File: src/rtl/cfg_cmd_pkg.sv
`default_nettype none
// ============================================================================
// Module   : cfg_cmd_pkg
// Purpose  : Shared definitions for the configuration-command dispatcher:
//            FSM state encoding, error codes and command-word field offsets.
// Ports    : none (package)
// Revision : 1.0 - initial release
// ============================================================================
package cfg_cmd_pkg;

  typedef enum logic [2:0] {
    S_IDLE    = 3'd0,
    S_COLLECT = 3'd1,
    S_DECODE  = 3'd2,
    S_DELIVER = 3'd3,
    S_ERR     = 3'd4
  } state_t;

  localparam logic [1:0] ERR_NONE         = 2'd0;
  localparam logic [1:0] ERR_BAD_CHANNEL  = 2'd1;
  localparam logic [1:0] ERR_BYTE_TIMEOUT = 2'd2;
  localparam logic [1:0] ERR_RDY_TIMEOUT  = 2'd3;

  // Command word layout, MSB first: channel | address | data.
  function automatic int ch_msb(input int w);
    return w - 1;
  endfunction

  function automatic int addr_msb(input int w, input int ch_bits);
    return w - ch_bits - 1;
  endfunction

  function automatic int data_msb(input int w, input int ch_bits, input int addr_width);
    return w - ch_bits - addr_width - 1;
  endfunction

  // Counter width able to hold 0 .. limit-1 (at least one bit).
  function automatic int cnt_width(input int limit);
    return (limit > 1) ? $clog2(limit) : 1;
  endfunction

endpackage
`default_nettype wire

File: src/rtl/cfg_timeout_counter.sv
`default_nettype none
// ============================================================================
// Module   : cfg_timeout_counter
// Purpose  : Loadable / clearable up-counter with terminal-count flag.
//            tc is high while the count equals LIMIT-1, i.e. on the LIMIT-th
//            counted cycle. LIMIT = 0 disables the terminal count entirely.
// Ports    : clk, rst_n        - clock, async active-low reset
//            clr               - synchronous clear (highest priority)
//            load, load_val    - synchronous load
//            inc               - count enable
//            tc                - terminal count reached
// Revision : 1.0 - initial release
// ============================================================================
module cfg_timeout_counter #(
  parameter int LIMIT = 1000,
  parameter int CW    = (LIMIT > 1) ? $clog2(LIMIT) : 1
) (
  input  logic          clk,
  input  logic          rst_n,
  input  logic          clr,
  input  logic          load,
  input  logic [CW-1:0] load_val,
  input  logic          inc,
  output logic          tc
);

  logic [CW-1:0] r_count;

  always_ff @(posedge clk or negedge rst_n) begin
    if (!rst_n) begin
      r_count <= '0;
    end else if (clr) begin
      r_count <= '0;
    end else if (load) begin
      r_count <= load_val;
    end else if (inc) begin
      r_count <= r_count + CW'(1);
    end
  end

  generate
    if (LIMIT > 0) begin : g_limited
      assign tc = (r_count == CW'(LIMIT - 1));
    end else begin : g_unlimited
      assign tc = 1'b0;
    end
  endgenerate

endmodule
`default_nettype wire

File: src/rtl/cfg_cmd_dispatcher.sv
`default_nettype none
// ============================================================================
// Module   : cfg_cmd_dispatcher
// Purpose  : Pops bytes from a first-word-fall-through RX FIFO, assembles
//            BYTES_PER_CMD-byte command words (MSB byte first), decodes them
//            into channel / address / data and delivers each one to a target
//            over a per-channel valid/ready handshake. Byte-gap and ready
//            timeouts, error reporting and command/error counters included.
// Ports    : clk, rst_n              - clock, async active-low reset
//            Empty, RXD_Data, Rd_En  - RX FIFO interface (pop captures head)
//            C_Addr, C_Data          - shared target address / data
//            C_Valid, C_Rdy          - one-hot per-channel handshake
//            Done_Valid, Done_Ch     - accepted-command pulse and channel
//            Error_Valid, Error_Code - error pulse and last error code
//            Cmd_Count, Err_Count    - accepted (wraps) / errors (saturates)
// Revision : 1.0 - initial release
// ============================================================================
module cfg_cmd_dispatcher
  import cfg_cmd_pkg::*;
#(
  parameter int BYTE_WIDTH    = 8,
  parameter int BYTES_PER_CMD = 2,
  parameter int NUM_CH        = 3,
  parameter int CH_BITS       = 2,
  parameter int ADDR_WIDTH    = 4,
  parameter int DATA_WIDTH    = 10,
  parameter int BYTE_TIMEOUT  = 1000,
  parameter int RDY_TIMEOUT   = 256
) (
  input  logic                  clk,
  input  logic                  rst_n,
  input  logic                  Empty,
  input  logic [BYTE_WIDTH-1:0] RXD_Data,
  output logic                  Rd_En,
  output logic [ADDR_WIDTH-1:0] C_Addr,
  output logic [DATA_WIDTH-1:0] C_Data,
  output logic [NUM_CH-1:0]     C_Valid,
  input  logic [NUM_CH-1:0]     C_Rdy,
  output logic                  Done_Valid,
  output logic [CH_BITS-1:0]    Done_Ch,
  output logic                  Error_Valid,
  output logic [1:0]            Error_Code,
  output logic [15:0]           Cmd_Count,
  output logic [7:0]            Err_Count
);

  localparam int c_w        = BYTE_WIDTH * BYTES_PER_CMD;
  localparam int c_ch_msb   = ch_msb(c_w);
  localparam int c_addr_msb = addr_msb(c_w, CH_BITS);
  localparam int c_data_msb = data_msb(c_w, CH_BITS, ADDR_WIDTH);
  localparam int c_bcw      = $clog2(BYTES_PER_CMD + 1);

  state_t r_state;
  state_t w_state_nxt;

  logic [c_w-1:0]        r_word;
  logic [c_w-1:0]        w_word_shifted;
  logic [c_bcw-1:0]      r_byte_cnt;
  logic [CH_BITS-1:0]    r_ch;

  logic [ADDR_WIDTH-1:0] r_c_addr;
  logic [DATA_WIDTH-1:0] r_c_data;
  logic [NUM_CH-1:0]     r_c_valid;
  logic                  r_done_valid;
  logic [CH_BITS-1:0]    r_done_ch;
  logic                  r_error_valid;
  logic [1:0]            r_error_code;
  logic [15:0]           r_cmd_count;
  logic [7:0]            r_err_count;

  logic [CH_BITS-1:0]    w_ch;
  logic [ADDR_WIDTH-1:0] w_addr;
  logic [DATA_WIDTH-1:0] w_data;
  logic [NUM_CH-1:0]     w_ch_onehot;
  logic                  w_bad_ch;

  logic                  w_pop;
  logic                  w_load_cmd;
  logic                  w_xfer;
  logic                  w_err;
  logic [1:0]            w_err_code;
  logic                  w_byte_clr;
  logic                  w_byte_inc;
  logic                  w_byte_tc;
  logic                  w_rdy_clr;
  logic                  w_rdy_inc;
  logic                  w_rdy_tc;

  // ---------------------------------------------------------------- decode
  assign w_ch        = r_word[c_ch_msb -: CH_BITS];
  assign w_addr      = r_word[c_addr_msb -: ADDR_WIDTH];
  assign w_data      = r_word[c_data_msb:0];
  assign w_ch_onehot = {{(NUM_CH-1){1'b0}}, 1'b1} << w_ch;
  assign w_bad_ch    = (32'(w_ch) >= NUM_CH);

  // New bytes enter at the bottom; after BYTES_PER_CMD pops the first byte
  // has reached the top, and any stale partial word is fully shifted out.
  generate
    if (BYTES_PER_CMD == 1) begin : g_single_byte
      assign w_word_shifted = RXD_Data;
    end else begin : g_multi_byte
      assign w_word_shifted = {r_word[c_w-BYTE_WIDTH-1:0], RXD_Data};
    end
  endgenerate

  // ---------------------------------------------------------------- timers
  cfg_timeout_counter #(
    .LIMIT (BYTE_TIMEOUT)
  ) u_byte_timer (
    .clk      (clk),
    .rst_n    (rst_n),
    .clr      (w_byte_clr),
    .load     (1'b0),
    .load_val ('0),
    .inc      (w_byte_inc),
    .tc       (w_byte_tc)
  );

  cfg_timeout_counter #(
    .LIMIT (RDY_TIMEOUT)
  ) u_rdy_timer (
    .clk      (clk),
    .rst_n    (rst_n),
    .clr      (w_rdy_clr),
    .load     (1'b0),
    .load_val ('0),
    .inc      (w_rdy_inc),
    .tc       (w_rdy_tc)
  );

  // ---------------------------------------------------------------- FSM
  always_ff @(posedge clk or negedge rst_n) begin
    if (!rst_n) begin
      r_state <= S_IDLE;
    end else begin
      r_state <= w_state_nxt;
    end
  end

  always_comb begin
    w_state_nxt = r_state;
    w_pop       = 1'b0;
    w_load_cmd  = 1'b0;
    w_xfer      = 1'b0;
    w_err       = 1'b0;
    w_err_code  = ERR_NONE;
    w_byte_clr  = 1'b0;
    w_byte_inc  = 1'b0;
    w_rdy_clr   = 1'b0;
    w_rdy_inc   = 1'b0;

    case (r_state)
      S_IDLE: begin
        w_byte_clr = 1'b1;
        w_rdy_clr  = 1'b1;
        if (!Empty) begin
          w_pop       = 1'b1;
          w_state_nxt = (BYTES_PER_CMD == 1) ? S_DECODE : S_COLLECT;
        end
      end

      S_COLLECT: begin
        if (!Empty) begin
          w_pop      = 1'b1;
          w_byte_clr = 1'b1;
          if (r_byte_cnt == c_bcw'(BYTES_PER_CMD - 1)) begin
            w_state_nxt = S_DECODE;
          end
        end else if (w_byte_tc) begin
          w_err       = 1'b1;
          w_err_code  = ERR_BYTE_TIMEOUT;
          w_state_nxt = S_ERR;
        end else begin
          w_byte_inc = 1'b1;
        end
      end

      S_DECODE: begin
        w_rdy_clr = 1'b1;
        if (w_bad_ch) begin
          w_err       = 1'b1;
          w_err_code  = ERR_BAD_CHANNEL;
          w_state_nxt = S_ERR;
        end else begin
          w_load_cmd  = 1'b1;
          w_state_nxt = S_DELIVER;
        end
      end

      S_DELIVER: begin
        // Ready in the timeout cycle still completes the transfer.
        if ((r_c_valid & C_Rdy) != '0) begin
          w_xfer      = 1'b1;
          w_state_nxt = S_IDLE;
        end else if (w_rdy_tc) begin
          w_err       = 1'b1;
          w_err_code  = ERR_RDY_TIMEOUT;
          w_state_nxt = S_ERR;
        end else begin
          w_rdy_inc = 1'b1;
        end
      end

      S_ERR: begin
        w_state_nxt = S_IDLE;
      end

      default: begin
        w_state_nxt = S_IDLE;
      end
    endcase
  end

  // ---------------------------------------------------------------- datapath
  always_ff @(posedge clk or negedge rst_n) begin
    if (!rst_n) begin
      r_word        <= '0;
      r_byte_cnt    <= '0;
      r_ch          <= '0;
      r_c_addr      <= '0;
      r_c_data      <= '0;
      r_c_valid     <= '0;
      r_done_valid  <= 1'b0;
      r_done_ch     <= '0;
      r_error_valid <= 1'b0;
      r_error_code  <= ERR_NONE;
      r_cmd_count   <= '0;
      r_err_count   <= '0;
    end else begin
      r_done_valid  <= w_xfer;
      r_error_valid <= w_err;

      if (w_pop) begin
        r_word     <= w_word_shifted;
        r_byte_cnt <= (r_state == S_IDLE) ? c_bcw'(1) : r_byte_cnt + c_bcw'(1);
      end

      if (w_load_cmd) begin
        r_ch      <= w_ch;
        r_c_addr  <= w_addr;
        r_c_data  <= w_data;
        r_c_valid <= w_ch_onehot;
      end else if (w_xfer || w_err) begin
        r_c_valid <= '0;
      end

      if (w_xfer) begin
        r_done_ch   <= r_ch;
        r_cmd_count <= r_cmd_count + 16'd1;
      end

      if (w_err) begin
        r_error_code <= w_err_code;
        if (r_err_count != 8'hFF) begin
          r_err_count <= r_err_count + 8'd1;
        end
      end
    end
  end

  // The pop strobe is combinational so the FWFT head is captured in the very
  // cycle it is acknowledged; gating with rst_n stops the FIFO from losing a
  // byte while the FSM is held in reset.
  assign Rd_En       = w_pop & rst_n;
  assign C_Addr      = r_c_addr;
  assign C_Data      = r_c_data;
  assign C_Valid     = r_c_valid;
  assign Done_Valid  = r_done_valid;
  assign Done_Ch     = r_done_ch;
  assign Error_Valid = r_error_valid;
  assign Error_Code  = r_error_code;
  assign Cmd_Count   = r_cmd_count;
  assign Err_Count   = r_err_count;

endmodule
`default_nettype wire
File: config.mk
export PLATFORM = sky130hd
export DESIGN_NAME = cfg_cmd_dispatcher
export DESIGN_NICKNAME = d
export VERILOG_FILES = /design/src/rtl/cfg_cmd_pkg.sv /design/src/rtl/cfg_timeout_counter.sv /design/src/rtl/cfg_cmd_dispatcher.sv
export SDC_FILE = /design/constraint.sdc
export NUM_CORES = 1
export LEC_CHECK = 0
export ABC_AREA = 1
export CORE_MARGIN = 5
export CORE_UTILIZATION = 55
export CTS_BUF_LIST = sky130_fd_sc_hd__clkbuf_4 sky130_fd_sc_hd__clkbuf_8
export CTS_CLUSTER_DIAMETER = 200
export CTS_CLUSTER_SIZE = 20
export DETAILED_ROUTE_END_ITERATION = 7
export PLACE_DENSITY = 0.79
export SYNTH_ARGS = -nofsm -noshare
export SYNTH_HDL_FRONTEND = slang
export SYNTH_SLANG_ARGS = --single-unit
File: constraint.sdc
create_clock -name clk -period 2 [get_ports clk]
set_input_delay 0.5 -clock clk [delete_from_list [all_inputs] [get_ports clk]]
set_output_delay 0.5 -clock clk [all_outputs]
set_load 0.03 [all_outputs]
### Yosys cells after proc, flatten, opt, wreduce, memory -nomap -nowiden

Cells that the tools add are included.

| operators by class | value |
|---|---|
| multiply operators | 0 |
| add/sub/neg operators | 5 |
| mux-type cells | 41 |
| divide/modulo/power cells | 0 |
| equality and inequality tests | 11 |
| magnitude comparators | 1 |
| bitwise operators | 2 |
| shifts and indexed selects | 1 |
| reduce and logical (&&, ||, !) cells | 10 |

Operators by type and width:

| cell | count |
|---|---|
| 3-bit 2-to-1 mux | 9 |
| 10-bit 2-to-1 mux | 2 |
| 1-bit 2-to-1 mux | 19 |
| 16-bit by 1-bit adder with 16-bit output, second input constant | 1 |
| 8-bit by 1-bit adder with 8-bit output, second input constant | 2 |
| 8-bit 2-to-1 mux | 2 |
| 3-bit case mux with 4 select lines | 1 |
| 10-bit by 1-bit adder with 10-bit output, second input constant | 1 |
| 10-bit == test, second input constant | 1 |
| 2-bit 2-to-1 mux | 5 |
| 8-bit == test, second input constant | 1 |
| 8-bit inequality test, second input constant | 1 |
| 3-bit by 2-bit == test with 1-bit output, second input constant | 2 |
| 3-bit by 2-bit inequality test with 1-bit output, second input constant | 2 |
| 2-bit case mux with 3 select lines | 1 |
| 2-bit nonzero test | 3 |
| 4-bit AND reduction | 1 |
| 2-bit OR reduction | 2 |
| 3-bit bitwise AND | 1 |
| 3-bit by 1-bit == test with 1-bit output, second input constant | 1 |
| 3-bit zero test | 1 |
| 3-bit inequality test, second input constant | 1 |
| 1-bit case mux with 3 select lines | 1 |
| 3-bit nonzero test | 1 |
| 9 further kinds | 9 |

| word-level totals | value |
|---|---|
| input port bits | 14 |
| register bits | 88 |
| bits in latches | 0 |
| bits in writable memories | 0 |
| memories kept | 0 |
| word-level logic and storage cells | 86 |
| ROM bits | 0 |
| output and inout port bits | 48 |

### Longest topological paths before layout

| logic depth | value |
|---|---|
| depth in word-level cells | 7 |
| depth in mapped cells | 10 |
| depth with buffers taken out | 10 |

### Hierarchy

A second synthesis with hierarchy kept.

| second synthesis, totals | value |
|---|---|
| cells, all modules | 559 |
| area, all modules | 4451.8 µm² |

Modules (own cells, without submodules):

| module | area each (µm²) | cells an instance | times used | sequential area each (µm²) |
|---|---|---|---|---|
| cfg_cmd_dispatcher | 3173.0 | 366 | 1 | 1751.7 |
| cfg_timeout_counter (u_byte_timer) | 714.4 | 108 | 1 | 250.2 |
| cfg_timeout_counter (u_rdy_timer) | 564.3 | 85 | 1 | 200.2 |

### Worst setup path after synthesis

OpenSTA, ideal clock, no wires.

| path | value |
|---|---|
| path type | input -> output |
| from | input port Empty |
| to | output port Rd_En |
| arrival time | 1.537 ns |
| path slack | -0.037 ns |
| path buffers | 2 |
| stages on the path | 5 |
| data required time | 1.500 ns |
| cells stage by stage | nor3_2 > buf_4 > inv_2 > buf_2 > nor2_1 |

| between the ends | value |
|---|---|
| word-level cells in the longest chain between the ends | 3 |

Ends and longest elaborated chain:

| element | RTL line | source |
|---|---|---|
| start, declared | cfg_cmd_dispatcher.sv:32 | `input logic Empty,` |
| 1-bit 2-to-1 mux | cfg_cmd_dispatcher.sv:156, cfg_cmd_dispatcher.sv:163 |  |
| 1-bit 2-to-1 mux | n/a |  |
| 1-bit bitwise AND | cfg_cmd_dispatcher.sv:264 | `assign Rd_En = w_pop & rst_n;` |
| end, declared | cfg_cmd_dispatcher.sv:34 | `output logic Rd_En,` |

No other way between the ends.

### Worst setup path in the final report

| path | value |
|---|---|
| from | register r_cmd_count[6] (netlist: Cmd_Count[6]) |
| to | output port Cmd_Count[6] |

RTL lines:

| element | RTL line | source |
|---|---|---|
| start, declared | cfg_cmd_dispatcher.sv:68 | `logic [15:0] r_cmd_count;` |
| start signal, assigned | cfg_cmd_dispatcher.sv:249 | `r_cmd_count <= r_cmd_count + 16'd1;` |
| end, declared | cfg_cmd_dispatcher.sv:43 | `output logic [15:0] Cmd_Count,` |

No word-level cell between the ends.

==> reports/results.tsv <==
metric	value	unit
clock_skew	0.0125	ns
maximum_number_of_pins_on_one_net_before_global_route_repair	89	
setup.worst_path.start	Cmd_Count[6]	
global_route.overflow_total	0	
fin_crit	1.97	ns
timing.setup.critical_path_class	reg -> out	
globalplace.congestion	0.941	
cp.arrival	1.47	ns
worstMarginPinSlew	0.454	ns
ctsRootBufferMaster	clkbuf_8	
num_antenna_cells	0	
syn-num-nets	551	
mostFrequentLayoutCells	nand2_1 (174), dfrtp_1 (88), inv_1 (54), nand3_1 (44), nor2_1 (38)	
timing.max_slew.rel_slack	69.7	%
peakVddDrop	0.748	mV
grt_max_usage_layer	met2	
hold_viol_final	0	
ioPinCount	62	
worst-path-max-fanout	4	
worst_path_dominant_cell_family	buffers and inverters	
synth-async-reset-ratio	100	%
critical_path.n_buffers_inverters	1	
cap_violations	0	
most_used_flip_flop_cell_after_synthesis	dfrtp_1	
yosys_warnings	0	
total_power_divided_by_cell_area	1150	nW/um2
postPlaceCellArea	5150	um2
routed_via_density	5.18	
full_die_area	9720	um2
drt_first_pass_iters	5	
yosysSeqAreaShare	51.0	%
layout-area-overhead-vs-synth	24.6	%
global_route.usage.total	20.1	%
number_of_synthesized_flops_with_an_enable_pin	0	
cpPeakStageDelay	0.70	ns
reg2reg_depth	8	
grt_pass1_wl	16.2	mm
ff2ff_setup_slack	0.22	ns
final_layout_size_suffix_gt1_share	9.87	%
grt_util_met1	26.5	%
cts_tree	built	
hold_path_class	in -> async	
initial_utilization	56.2	%
final_antenna_net_count	0	
io_buffer_count	61	
finalNonFillerCells	720	
synth_cell_area	4320	um2
detailedPlacementHpwl	6.95	mm
num-nets-final	632	
synth-seq-cells	88	
rsz0062_at_grt	false	
worstSetupStartpointType	flop	
yosysTopAreaCellShare	51.0	%
cp_cell_sequence	clkdlybuf4s50_1	
clock-sinks	88	
core	7690	um2
syn-instance-count	532	
design_area	5380	um2
drt_iter0_markers	216	
number_of_distinct_library_cell_variants_in_the_gate_level_netlist_after_synthesis	32	
highest_clock_frequency_the_design_can_meet	509	MHz
htree_levels	3	
ys_top_cells_by_area	dfrtp_1 (51%), nand2_1 (15%), nand3_1 (5.1%)	
cts.path.max_buffers	2	
cts_hold_buffers	0	
die_y	98.6	um
fin_crit_sh	98.3	%
cts_setup_buffers	0	
clkSlewWorstSetupHoldPaths	0.09	ns
drcViolationCount	0	
route.vias.total	3729	
worst-endpoint-required	1.50	ns
die_width	98.6	um
critical-path-slowest-cell	clkdlybuf4s50_1	
worst_setup_path_end_kind	output port	
synth.avg_cell_area	8.12	um2
grt_pass1_vias	3592	
mostFrequentLayoutCell	nand2_1	
grt.met2_usage	33.0	%
std_cell_rows	32	
met3_usage_in_global_routing	3.68	%
report.final.slew_viol_count	0	
tritoncts_buffer_count	9	
synth_top_cell_by_area	dfrtp_1	
route.detailed.wl_per_inst	13.2	um
wirelength	9.50	mm
status	complete, no violations	
clk-insertion-delay-late	0.35	ns
r2r-end	u_rdy_timer.r_count[4]	
power.leakage	2.85	nW
antenna_found_initial	0	
critical_register_to_register_path_startpoint	u_rdy_timer.r_count[0]	
cells_after_dpl	704	
final-setup-viol-count	0	
[area by class of cell]
cell class	count	area (um2)
Tap cell	102	128
Inverter	60	225
Timing Repair Buffer	81	795
Fill cell	641	2310
Clock inverter	7	77.6
Clock buffer	9	124
Sequential cell	88	2200
Multi-Input combinational cell	373	1830
[flip-flops by register name, summed over array words and instances (netlist names), 3 cells and up]
name,count
r_word,16
C_Valid,3
u_byte_timer.r_count,10
C_Addr,4
u_rdy_timer.r_count,8
r_state,3
C_Data,10
Err_Count,8
Cmd_Count,16
[through the flow]
stage | power (mW) | hold WS, ns | TNS, ns | util (%) | setup WS, ns
3_3_place_gp | 4.94 | 0.449 | -0.0115 | 66.9 | -0.0115
3_5_place_dp | 5.02 | 0.468 | -0.0228 | 66.9 | -0.0228
4_1_cts | 6.26 | 0.229 | 0 | 69.4 | 0.00370
5_1_grt | 6.63 | 0.241 | 0 | 70.0 | 0.0102
2_1_floorplan | 4.06 | 0.204 | 0 | - | 0.0984
6_report | 6.21 | 0.207 | 0 | 70.0 | 0.0346
[where the power goes]
group	switching, mW	internal, mW	total (mW)
Sequential	0.361	2.24	2.60
Clock	0.658	0.593	1.25
Combinational	1.47	0.886	2.36
Total	2.49	3.71	6.21
[timing repair]
item,4_1_cts,5_1_grt
gates cloned,0,0
resized for setup,11,15
pin swaps,1,0
endpoints found under the setup margin,10,15
[routing by layer]
metal	wire length, um	up-vias
met4	223	0
met2	4530	118
met5	0	-
met1	4150	1737
met3	590	20
li1	-	1854
[kinds of logic (layout without fill, tap and decap cells)]
kind of cell / count (synthesis) / after routing / share of synthesized area (%)
adders and majority gates: 5 / 5 / 1.45
AOI/OAI and AO/OA: 54 / 54 / 6.72
buffers and inverters: 71 / 157 / 6.84
DFF: 88 / 88 / 51.0
and+or+nand+nor: 295 / 295 / 30.1
xor gates and xnor gates: 19 / 19 / 3.85
[worst max-delay path by stage]
stage               slack [ns]  depth (start not counted)           end
finish                    0.03                          1  Cmd_Count[6]
global route              0.01                          1  Cmd_Count[6]
CTS                      0.004                          1  Cmd_Count[7]
detailed placement       -0.02                          5         Rd_En
global placement         -0.01                          5         Rd_En
floorplan                  0.1                          5         Rd_En
[cells in the mapped netlist, types with 2 or more instances]
library cell and instances:
nor2_1 39, nand2_1 174, nand2_4 2, o21ai_1 10
xor2_1 11, inv_1 54, dfrtp_1 88, buf_6 2
nand3b_1 3, nor2_4 3, nor3_1 8, ha_1 5
xnor2_1 8, a21oi_1 3, nor2_2 3, inv_2 6
o21ai_0 34, buf_2 5, nand4_1 14, nand3_1 44
o21ai_2 3, buf_4 2, o21bai_1 2
No activity file was read; power rests on OpenSTA's default activity.
